## src/rtl/pipe_pkg.sv

```systemverilog
// pipe_pkg: default widths and control-bit positions shared by pipeline stage registers
package pipe_pkg;
  localparam int DEF_DATA_W = 16;
  localparam int DEF_CTRL_W = 9;
  localparam int DEF_RD_W = 4;
  localparam int REGDST = 0;
  localparam int BRANCH = 1;
  localparam int MEMTOREG = 2;
  localparam int ALUSRC = 3;
  localparam int REGWRITE = 4;
  localparam int BRANCHREG = 5;
  localparam int PCS = 6;
  localparam int HLT = 7;
  localparam int LB = 8;
endpackage

```

## src/rtl/pipe_stage_reg_if.sv

```systemverilog
// pipe_stage_reg_if: valid/ready upstream and downstream bundle of a pipeline stage register
interface pipe_stage_reg_if
  import pipe_pkg::*;
#(
  parameter int DATA_W = DEF_DATA_W,
  parameter int CTRL_W = DEF_CTRL_W,
  parameter int RD_W = DEF_RD_W
);
  logic in_valid;
  logic in_ready;
  logic [CTRL_W-1:0] in_ctrl;
  logic [RD_W-1:0] in_rd;
  logic [DATA_W-1:0] in_data;
  logic flush;
  logic out_valid;
  logic out_ready;
  logic [CTRL_W-1:0] out_ctrl;
  logic [RD_W-1:0] out_rd;
  logic [DATA_W-1:0] out_data;
  logic [1:0] occupancy;
  modport master (
    output in_valid, in_ctrl, in_rd, in_data, flush, out_ready,
    input in_ready, out_valid, out_ctrl, out_rd, out_data, occupancy
  );
  modport slave (
    input in_valid, in_ctrl, in_rd, in_data, flush, out_ready,
    output in_ready, out_valid, out_ctrl, out_rd, out_data, occupancy
  );
endinterface

```

## src/rtl/pipe_entry.sv

```systemverilog
// pipe_entry: one valid+ctrl+rd+data slot; fields are forced to zero whenever the slot is empty
module pipe_entry #(
  parameter int DATA_W = 16,
  parameter int CTRL_W = 9,
  parameter int RD_W = 4
) (
  input  logic              clk,
  input  logic              rst,
  input  logic              load,
  input  logic              clr,
  input  logic              d_valid,
  input  logic [CTRL_W-1:0] d_ctrl,
  input  logic [RD_W-1:0]   d_rd,
  input  logic [DATA_W-1:0] d_data,
  output logic              valid,
  output logic [CTRL_W-1:0] ctrl,
  output logic [RD_W-1:0]   rd,
  output logic [DATA_W-1:0] data
);
  always_ff @(posedge clk) begin
    if (rst || clr) begin
      valid <= 1'b0;
      ctrl <= '0;
      rd <= '0;
      data <= '0;
    end else if (load) begin
      valid <= d_valid;
      ctrl <= d_valid ? d_ctrl : '0;
      rd <= d_valid ? d_rd : '0;
      data <= d_valid ? d_data : '0;
    end
  end
endmodule

```

## src/rtl/pipe_stage_reg.sv

```systemverilog
// pipe_stage_reg: flushable valid/ready pipeline register; PIPE_STAGE_SKID_EN adds a skid entry and registered in_ready
module pipe_stage_reg
  import pipe_pkg::*;
#(
  parameter int DATA_W = DEF_DATA_W,
  parameter int CTRL_W = DEF_CTRL_W,
  parameter int RD_W = DEF_RD_W
) (
  input logic clk,
  input logic rst,
  pipe_stage_reg_if.slave bus
);
  logic accept, rel, head_valid, head_load, hd_valid;
  logic [CTRL_W-1:0] hd_ctrl;
  logic [RD_W-1:0] hd_rd;
  logic [DATA_W-1:0] hd_data;
  assign accept = bus.in_valid && bus.in_ready;
  assign rel = head_valid && bus.out_ready;
  assign head_load = !head_valid || rel;
  assign bus.out_valid = head_valid;
`ifdef PIPE_STAGE_SKID_EN
  logic skid_valid;
  logic [CTRL_W-1:0] skid_ctrl;
  logic [RD_W-1:0] skid_rd;
  logic [DATA_W-1:0] skid_data;
  assign bus.in_ready = !skid_valid && !rst;
  assign bus.occupancy = 2'(head_valid) + 2'(skid_valid);
  // a held skid entry always refills the head before any new input
  always_comb begin
    hd_valid = skid_valid || accept;
    hd_ctrl = skid_valid ? skid_ctrl : bus.in_ctrl;
    hd_rd = skid_valid ? skid_rd : bus.in_rd;
    hd_data = skid_valid ? skid_data : bus.in_data;
  end
  pipe_entry #(.DATA_W(DATA_W), .CTRL_W(CTRL_W), .RD_W(RD_W)) u_skid (
    .clk(clk),
    .rst(rst),
    .load(accept && head_valid && !rel),
    .clr(bus.flush || rel),
    .d_valid(1'b1),
    .d_ctrl(bus.in_ctrl),
    .d_rd(bus.in_rd),
    .d_data(bus.in_data),
    .valid(skid_valid),
    .ctrl(skid_ctrl),
    .rd(skid_rd),
    .data(skid_data)
  );
`else
  assign bus.in_ready = !rst && (!head_valid || bus.out_ready);
  assign bus.occupancy = {1'b0, head_valid};
  always_comb begin
    hd_valid = accept;
    hd_ctrl = bus.in_ctrl;
    hd_rd = bus.in_rd;
    hd_data = bus.in_data;
  end
`endif
  pipe_entry #(.DATA_W(DATA_W), .CTRL_W(CTRL_W), .RD_W(RD_W)) u_head (
    .clk(clk),
    .rst(rst),
    .load(head_load),
    .clr(bus.flush),
    .d_valid(hd_valid),
    .d_ctrl(hd_ctrl),
    .d_rd(hd_rd),
    .d_data(hd_data),
    .valid(head_valid),
    .ctrl(bus.out_ctrl),
    .rd(bus.out_rd),
    .data(bus.out_data)
  );
endmodule

```

## src/flat_wrapper.sv

```systemverilog
// flat-port wrapper written by rule: the top's interface ports become plain ports
module pipe_stage_reg_flat import pipe_pkg::*;
#(
  parameter int DATA_W = DEF_DATA_W,
  parameter int CTRL_W = DEF_CTRL_W,
  parameter int RD_W = DEF_RD_W
)
  (clk, rst, bus_in_valid, bus_in_ctrl, bus_in_rd, bus_in_data, bus_flush, bus_out_ready, bus_in_ready, bus_out_valid, bus_out_ctrl, bus_out_rd, bus_out_data, bus_occupancy);
  pipe_stage_reg_if #(.DATA_W(DATA_W), .CTRL_W(CTRL_W), .RD_W(RD_W)) bus_i ();
  input logic clk;
  input logic rst;
  input wire logic [$bits(bus_i.in_valid)-1:0] bus_in_valid;
  input wire logic [$bits(bus_i.in_ctrl)-1:0] bus_in_ctrl;
  input wire logic [$bits(bus_i.in_rd)-1:0] bus_in_rd;
  input wire logic [$bits(bus_i.in_data)-1:0] bus_in_data;
  input wire logic [$bits(bus_i.flush)-1:0] bus_flush;
  input wire logic [$bits(bus_i.out_ready)-1:0] bus_out_ready;
  output wire logic [$bits(bus_i.in_ready)-1:0] bus_in_ready;
  output wire logic [$bits(bus_i.out_valid)-1:0] bus_out_valid;
  output wire logic [$bits(bus_i.out_ctrl)-1:0] bus_out_ctrl;
  output wire logic [$bits(bus_i.out_rd)-1:0] bus_out_rd;
  output wire logic [$bits(bus_i.out_data)-1:0] bus_out_data;
  output wire logic [$bits(bus_i.occupancy)-1:0] bus_occupancy;
  assign bus_i.in_valid = bus_in_valid;
  assign bus_i.in_ctrl = bus_in_ctrl;
  assign bus_i.in_rd = bus_in_rd;
  assign bus_i.in_data = bus_in_data;
  assign bus_i.flush = bus_flush;
  assign bus_i.out_ready = bus_out_ready;
  assign bus_in_ready = bus_i.in_ready;
  assign bus_out_valid = bus_i.out_valid;
  assign bus_out_ctrl = bus_i.out_ctrl;
  assign bus_out_rd = bus_i.out_rd;
  assign bus_out_data = bus_i.out_data;
  assign bus_occupancy = bus_i.occupancy;
  pipe_stage_reg #(.DATA_W(DATA_W), .CTRL_W(CTRL_W), .RD_W(RD_W)) u_core (.clk(clk), .rst(rst), .bus(bus_i));
endmodule
```

## config.mk

```make
export PLATFORM = sky130hd
export DESIGN_NAME = pipe_stage_reg_flat
export DESIGN_NICKNAME = d
export VERILOG_FILES = /design/src/rtl/pipe_pkg.sv /design/src/rtl/pipe_stage_reg_if.sv /design/src/rtl/pipe_entry.sv /design/src/rtl/pipe_stage_reg.sv /design/src/flat_wrapper.sv
export SDC_FILE = /design/constraint.sdc
export NUM_CORES = 1
export LEC_CHECK = 0
export CAP_MARGIN = 30
export CORE_ASPECT_RATIO = 1.25
export CORE_UTILIZATION = 40
export DETAILED_ROUTE_END_ITERATION = 10
export HOLD_SLACK_MARGIN = 0.06
export PLACE_DENSITY = 0.79
export SLEW_MARGIN = 20
export SYNTH_ARGS = -nofsm -noshare
export SYNTH_HDL_FRONTEND = slang
export SYNTH_SLANG_ARGS = --single-unit
```

## constraint.sdc

```tcl
create_clock -name clk -period 2.9 [get_ports clk]
set_input_delay 0.58 -clock clk [delete_from_list [all_inputs] [get_ports clk]]
set_output_delay 0.58 -clock clk [all_outputs]
set_load 0.03 [all_outputs]
```

# Yosys cells after proc, flatten, opt, wreduce, memory -nomap -nowiden
# Index checks and enable logic that the tools add are counted.
[classes]
add_sub_neg = 0
multipliers = 0
div = 0
magnitude_cmp = 0
eq_ne = 0
shift = 0
mux = 3
n_bitwise = 0
reduce_logical = 8
[ops]
columns = ["cell", "n"]
rows = [
  ["$mux 16", 1],
  ["$mux 9", 1],
  ["$mux 4", 1],
  ["$logic_and 1x1->1", 3],
  ["$logic_or 1x1->1", 3],
  ["$logic_not 1->1", 2],
]
[word_totals]
reg_bits = 30
latchBits = 0
ramBits = 0
mem_bits_ro = 0
inputBits = 34
out_inout_bits = 33
elab_cells = 15
memories = 0

# Logic depth before layout (Yosys ltp)
# Gate-level depths: netlist of run 1.
[logic_depth]
word_depth = 5
ltp_mapped = 5
depth_no_buf = 3

# By module
# Synthesis of run 1 repeated with hierarchy kept, for this count alone.
[hier_totals]
cells_unflattened = 139
hier_area_um2 = 1204.9
[modules_own_cells]
columns = ["module", "instances", "cells_per_inst", "area_each_um2"]
rows = [
  ["pipe_entry", 1, 132, 1152.4],
  ["pipe_stage_reg", 1, 7, 52.6],
]

# Worst setup path before layout of run 1
# OpenSTA, ideal clock, no wires.
[synth_path]
kind = "input to output"
startpoint = "in bus_out_ready"
endpoint = "out bus_in_ready"
arrival_ns = 1.330
required_ns = 2.320
setup_slack_ns = 0.990
path_stages = 3
n_path_buf = 1
cell_sequence = "and2b_4 -> buf_8 -> nor2_1"
[synth_between]
elab_chain_len = 2
[synth_rtl]
columns = ["element", "line_no", "text"]
rows = [
  ["from (decl)", "flat_wrapper.sv:17", "input wire logic [$bits(bus_i.out_ready)-1:0] bus_out_ready;"],
  ["$logic_or 1x1->1", "pipe_stage_reg.sv:50", "assign bus.in_ready = !rst && (!head_valid || bus.out_ready);"],
  ["$logic_and 1x1->1", "pipe_stage_reg.sv:50", ""],
  ["to (decl)", "flat_wrapper.sv:18", "output wire logic [$bits(bus_i.in_ready)-1:0] bus_in_ready;"],
]
# Every way passes these cells.

# Worst setup path after layout of run 1
# Same ends and word-level chain as after synthesis.

==> impl_metrics.ini, run 1 <==
[outcome]
status = finished clean

[logic_synthesis]
synthesis.instances = 138
yosysWarnings = 0
ys_seq_area_share_pct = 42.8
ys_types = 17
ys_ff_latch = 30
syn_nets = 172
syn_area_per_cell_um2 = 10.2
syn-cell-area_um2 = 1400

[grt]
grt_pass1_vias = 1210
gr-total-overflow = 0
grt.total_usage_pct = 21.5
antenna_found_initial = 0
grt_pass1_wl_mm = 5.56
grt_start_max_net_pins = 31

[placement]
place_congestion = 0.643
postPlaceCellArea_um2 = 1990
place_hpwl_mm = 2.49
portBuffers = 65

[clocking]
clock_latency_ns = 0.27
htree_levels = 2
postCtsSetupBuffers = 0
ctsResizeCount = 0
cts_root_buffer = clkbuf_8
cts_tree = yes
cts_buffers = 5
clk_transition_reported_paths_ns = 0.06
clkSinkCount = 30
holdBufCountCts = 0
clockBufferDepth = 2

[finish]
multiInputGateArea_um2 = 664
fill_cells = 296
drive_above_1_share_pct = 38.8
fin_nets = 234
syn_to_final_growth_pct = 49.5
seq_area_um2 = 601
n_antenna_cell = 0
stdcell_area_um2 = 2100

[timing]
period_needed_ns = 2.58
fmax_mhz = 388
maxSlewHeadroom_pct = 53.8
setup_viol = 0
post-route-period-util_pct = 88.9
slew_violations = 0
setup_tns_ns = 0
rsz0062_at_grt = no
hold_viol = 0
clock_skew_ns = 0.00705
worstMarginPinSlew_ns = 0.693

[floorplan]
die_h_um = 68.2
dieArea_um2 = 3750
coreArea_um2 = 3280
start_util_pct = 42.8
rows = 23
die_w_um = 55.0
io-pin-count = 67

[route]
antenna_left = 0
num_vias = 1196
first_pass_iters = 4
drt_wl_total_mm = 3.59
via_per_inst = 5.03
drt-wirelength-per-cell_um = 15.1
drc = 0
drt_iter0_drc = 13

[critical_path]
r2r_slack_ns = 1.60
crit_type = in2out
startpoint_type = input port
critical_path_required_ns = 2.32
timing.rr.start = u_core.u_head.valid$_SDFFE_PP0P_
startpoint = bus_out_ready
endpoint_kind = output pin
timing.rr.end = u_core.u_head.data[1]$_SDFFE_PP0P_
arrival_ns = 2.00
cp_max_fo = 2
reg2reg_depth = 3
crit_path_end = bus_in_ready

[flow_run]
drv_cap = 0

[power_and_ir_drop]
netSwitchingPower_w = 0.000241
swShare_pct = 24.1
p_int_w = 0.000760
combPwrFrac_pct = 16.3
pwr-share-clk_pct = 40.6
pwr-share-seq_pct = 43.2
power_density_nw_per_um2 = 477
ir_drop_mv = 0.417
leakagePower_nw = 0.708

[worst_hold_path]
min_path_type = reg2reg
layout by cell type (no fill, tap or decap):
master / n
buf_4: 4
or2_1: 1
nand3_1: 19
nand2b_2: 1
conb_1: 1
clkbuf_1: 2
bufinv_16: 1
a21oi_1: 1
nand3_2: 10
a21oi_2: 28
nor2_1: 3
nand2_1: 1
and2b_4: 1
clkdlybuf4s50_1: 65
dfxtp_1: 30
clkbuf_8: 5
nand2_2: 28
layer usage:
layer  up-vias  global-route usage, %  routed length [um]
li1        582                      -                   -
met1       567                   23.7                1410
met2        45                   36.4                1930
met3         2                   6.67                 232
met4         0                   10.0                  21
met5         -                      0                   0
stage by stage:
step	cells	utilization [%]	setup WS, ns	hold WS, ns	power, W
after floorplan	138	-	0.990	0.576	0.000530
final	238	64.0	0.322	0.453	0.00100
after global placement	230	60.7	0.320	0.441	0.000600
after CTS	238	64.0	0.303	0.455	0.00101
after detailed placement	230	60.7	0.302	0.445	0.000604
after global routing	238	64.0	0.252	0.466	0.00104
sequential cells by signal, summed over array words and instances, names as in the netlist:
signal               count
u_core.u_head.ctrl       9
u_core.u_head.data      16
u_core.u_head.rd         4
u_core.u_head.valid      1
how the worst min path moves through the flow:
| stage | startpoint | end | slack (ns) | cells after the start |
|---|---|---|---|---|
| after global placement | u_core.u_head.data[1]$_SDFFE_PP0P_ | u_core.u_head.data[1]$_SDFFE_PP0P_ | 0.44 | 2 |
| after global routing | u_core.u_head.data[6]$_SDFFE_PP0P_ | u_core.u_head.data[6]$_SDFFE_PP0P_ | 0.47 | 2 |
| after CTS | u_core.u_head.data[6]$_SDFFE_PP0P_ | u_core.u_head.data[6]$_SDFFE_PP0P_ | 0.46 | 2 |
| after detailed placement | u_core.u_head.data[6]$_SDFFE_PP0P_ | u_core.u_head.data[6]$_SDFFE_PP0P_ | 0.45 | 2 |
| after floorplan | u_core.u_head.rd[0]$_SDFFE_PP0P_ | u_core.u_head.rd[0]$_SDFFE_PP0P_ | 0.58 | 2 |
| final | u_core.u_head.data[6]$_SDFFE_PP0P_ | u_core.u_head.data[6]$_SDFFE_PP0P_ | 0.45 | 2 |
critical path: stages:
cell and delay [ns]:
clkdlybuf4s50_1 0.47, and2b_4 0.19, nor2_1 0.08, clkdlybuf4s50_1 0.68
final cells by class:
class	count	share of cell area [%]
tap	37	2.21
timing repair buffer	69	32.4
multi-input combinational	94	31.7
clock buffer	7	3.64
sequential	30	28.6
clock inverter	1	1.43
power groups by stage:
stage,clock [W],combinational (W),sequential [W]
2_1_floorplan,0,0.0000662,0.000464
3_3_place_gp,0,0.000159,0.000441
3_5_place_dp,0,0.000163,0.000441
4_1_cts,0.000415,0.000164,0.000432
5_1_grt,0.000432,0.000172,0.000434
6_report,0.000406,0.000163,0.000432
Yosys cell counts:
cell | count | share of area, %
dfxtp_1 | 30 | 43
a21oi_2 | 28 | 17
nand2_2 | 28 | 12
nand3_1 | 19 | 6.8
nand3_2 | 10 | 7.1
buf_2 | 6 | 2.1
buf_12 | 3 | 4.3
buf_4 | 3 | 1.6
nor2_1 | 3 | 0.80
a21oi_1 | 1 | 0.36
and2b_4 | 1 | 0.71
buf_6 | 1 | 0.80
buf_8 | 1 | 1.1
conb_1 | 1 | 0.27
nand2_1 | 1 | 0.27
nand2b_2 | 1 | 0.62
or2_1 | 1 | 0.45
cell families after synthesis:
| group | after synthesis | synth area share, % |
|---|---|---|
| other | 1 | 0.267 |
| buffers and inverters | 14 | 9.89 |
| DFF | 30 | 42.8 |
| AOI/OAI and AO/OA | 29 | 17.8 |
| and+or+nand+nor | 64 | 29.2 |
(Power assumes the default switching activity.)
==> run 2, diff against run 1 <==
--- a/config.mk
+++ b/config.mk
@@ -6,12 +6,15 @@
 export NUM_CORES = 1
 export LEC_CHECK = 0
 export CAP_MARGIN = 30
+export CELL_PAD_IN_SITES_DETAIL_PLACEMENT = 0
+export CELL_PAD_IN_SITES_GLOBAL_PLACEMENT = 2
 export CORE_ASPECT_RATIO = 1.25
-export CORE_UTILIZATION = 40
+export CORE_UTILIZATION = 22
 export DETAILED_ROUTE_END_ITERATION = 10
 export HOLD_SLACK_MARGIN = 0.06
-export PLACE_DENSITY = 0.79
+export PLACE_DENSITY_LB_ADDON = 0.1
 export SLEW_MARGIN = 20
 export SYNTH_ARGS = -nofsm -noshare
 export SYNTH_HDL_FRONTEND = slang
+export SYNTH_HIERARCHICAL = 1
 export SYNTH_SLANG_ARGS = --single-unit
==> run 2 against run 1 <==
Sequential power down 2%. Maximum frequency increased by 3.7%. Combinational power fell by 26%. Cell area fell by 4.3%. Synthesized cell count rose by 0.72%. Sequential cell count unchanged. Utilization fell by 25 points. Via count is 1.0% lower. Critical path type unchanged. Highest routed layer unchanged.
==> impl_metrics.ini, run 2 <==
[outcome]
status = finished clean

[critical_path]
arrival_ns = 1.91
cpPeakStageDelay_ns = 0.67
endpoint_kind = output pin
critical_path_required_ns = 2.32
worst_path_most_repeated_cell = clkdlybuf4s50_1
crit_path_top_delay_cell = clkdlybuf4s50_1
startpoint_type = input port
crit_type = in2out
worstPathCellList = clkdlybuf4s50_1 > nor2b_4 > nor2_1 > clkdlybuf4s50_1
cp_max_fo = 3

[clocking]
clk_transition_reported_paths_ns = 0.06
clock_latency_ns = 0.28
postCtsSetupBuffers = 0
htree_levels = 2
holdBufCountCts = 0
cts_root_buffer = clkbuf_8
ctsResizeCount = 0
clkSinkCount = 30
clockBufferDepth = 2
cts_tree = yes
cts_buffers = 5

[power_and_ir_drop]
leakagePower_nw = 0.670
power_density_nw_per_um2 = 475
ir_drop_mv = 0.161

[finish]
n_antenna_cell = 0
largest_reg_flops = 16
fill_cells = 530
drive_above_1_share_pct = 6.97
syn_to_final_growth_pct = 66.7
mostFrequentLayoutCells = 65 x clkdlybuf4s50_1, 30 x dfxtp_1, 29 x nand2b_1, 29 x nand3_1, 29 x a21oi_1
finalNonFillerCells = 263
stdcell_area_um2 = 2010
fin_nets = 234
top_register = u_core/u_head/data
reg.largest.list = u_core/u_head/data x16, u_core/u_head/ctrl x9, u_core/u_head/rd x4
final_common_cell = clkdlybuf4s50_1

[logic_synthesis]
yosys.area.top_type = dfxtp_1
synth_ff_type = dfxtp_1
syn_area_per_cell_um2 = 8.67
syn-cell-area_um2 = 1200
yosysWarnings = 6
yosys.area.top_type_share_pct = 49.8
ys_seq_area_share_pct = 49.8
syn_nets = 173
ys_types = 15
ys_ff_latch = 30
synthTopCellsByArea = dfxtp_1 50%, nand2b_1 15%, a21oi_1 12%
post-synth-top-count-cell = dfxtp_1
ys_top_cells_by_count = 30 x dfxtp_1, 29 x a21oi_1, 29 x nand2b_1, 29 x nand3_1, 6 x buf_2
synthesis.instances = 139
synth_edf_count = 0
async_flop_share_pct = 0

[grt]
grt_pass1_wl_mm = 5.13
gr-total-overflow = 0
grt_pass1_vias = 1119
antenna_found_initial = 0
grt_start_max_net_pins = 32
grt.total_usage_pct = 12.0

[floorplan]
die_h_um = 84.7
start_util_pct = 23.2
io-pin-count = 67
rows = 29
dieArea_um2 = 5780
coreArea_um2 = 5190
die_w_um = 68.2

[flow_run]
drv_cap = 0

[route]
via_per_inst = 4.50
num_vias = 1184
drt_wl_total_mm = 3.29
antenna_left = 0
drc = 0
drt-wirelength-per-cell_um = 12.5
first_pass_iters = 4
drt_iter0_drc = 30

[worst_hold_path]
min_path_type = reg2reg

[placement]
postPlaceCellArea_um2 = 1900
place_inst = 255
portBuffers = 65
pre_cts_slack_ns = 0.420
place_congestion = 0.652
place_hpwl_mm = 2.15

[timing]
setup_ws_ns = 0.413
hold_viol = 0
fmax_mhz = 402
worstMarginPinSlew_ns = 0.641
period_needed_ns = 2.49
holdWs_ns = 0.469
setup_tns_ns = 0
rsz0062_at_grt = no
post-route-period-util_pct = 85.7
slew_violations = 0
clock_skew_ns = 0.00500
maxSlewHeadroom_pct = 57.3
setup_viol = 0
[run 2: cell types whose count changed after synthesis, moves of 5 or more]
cell	previous run	this run
a21oi_1	1	29
a21oi_2	28	0
clkbuf_1	0	5
nand2_2	28	0
nand2b_1	0	29
nand3_1	19	29
nand3_2	10	0
[run 2: layout make-up]
type	count	area (um2)	area share, %
Clock buffer	5	68.8	3.43
Clock inverter	3	40.0	1.99
Inverter	1	3.75	0.187
Multi-Input combinational cell	94	532	26.5
Sequential cell	30	601	29.9
Tap cell	62	77.6	3.86
Timing Repair Buffer	68	686	34.1
[run 2: worst paths after layout]
check | start | to | slack, ns | cells past startpoint
max reg2reg | u_core/u_head/valid$_SDFFE_PP0P_ | u_core/u_head/rd[1]$_SDFFE_PP0P_ | 1.40 | 5
max | bus_out_ready | bus_in_ready | 0.41 | 4
min | u_core/u_head/ctrl[2]$_SDFFE_PP0P_ | u_core/u_head/ctrl[2]$_SDFFE_PP0P_ | 0.47 | 2
min reg2reg | u_core/u_head/ctrl[2]$_SDFFE_PP0P_ | u_core/u_head/ctrl[2]$_SDFFE_PP0P_ | 0.47 | 2
[run 2: critical path: cells and delay by family]
family	cells	cell delay [ns]
buf+inv	2	1.18
simple gates	2	0.15
[run 2: power by group]
group | switching, W | internal, W | leakage [nW]
logic | 0.0000536 | 0.0000674 | 0.370
registers | 0.00000383 | 0.000419 | 0.243
clock network | 0.000158 | 0.000252 | 0.0579
[run 2: per-layer routing]
layer	GRT usage [%]	vias to the layer above	wire (um)	part of all wire (%)
li1	-	583	-	-
met1	13.3	553	1420	43
met2	19.9	43	1570	48
met3	4.48	5	242	7.4
met4	5.11	0	52	1.6
met5	0	-	0	0
[run 2: logic make-up (layout without fill, tap and decap cells)]
kind of cell / count (synthesis) / after routing / share of synthesized area [%]
AOI/OAI and AO/OA: 29 / 29 / 12.0
buffers and inverters: 15 / 77 / 6.54
DFF: 30 / 30 / 49.8
muxes: 1 / 1 / 0.831
other: 1 / 1 / 0.311
and+or+nand+nor: 63 / 63 / 30.4
[run 2: stage by stage]
stage	power (W)	util, %
floorplan	0.000483	-
global placement	0.000553	36.6
detailed placement	0.000554	36.6
CTS	0.000976	38.7
global route	0.000999	38.7
finish	0.000955	38.7
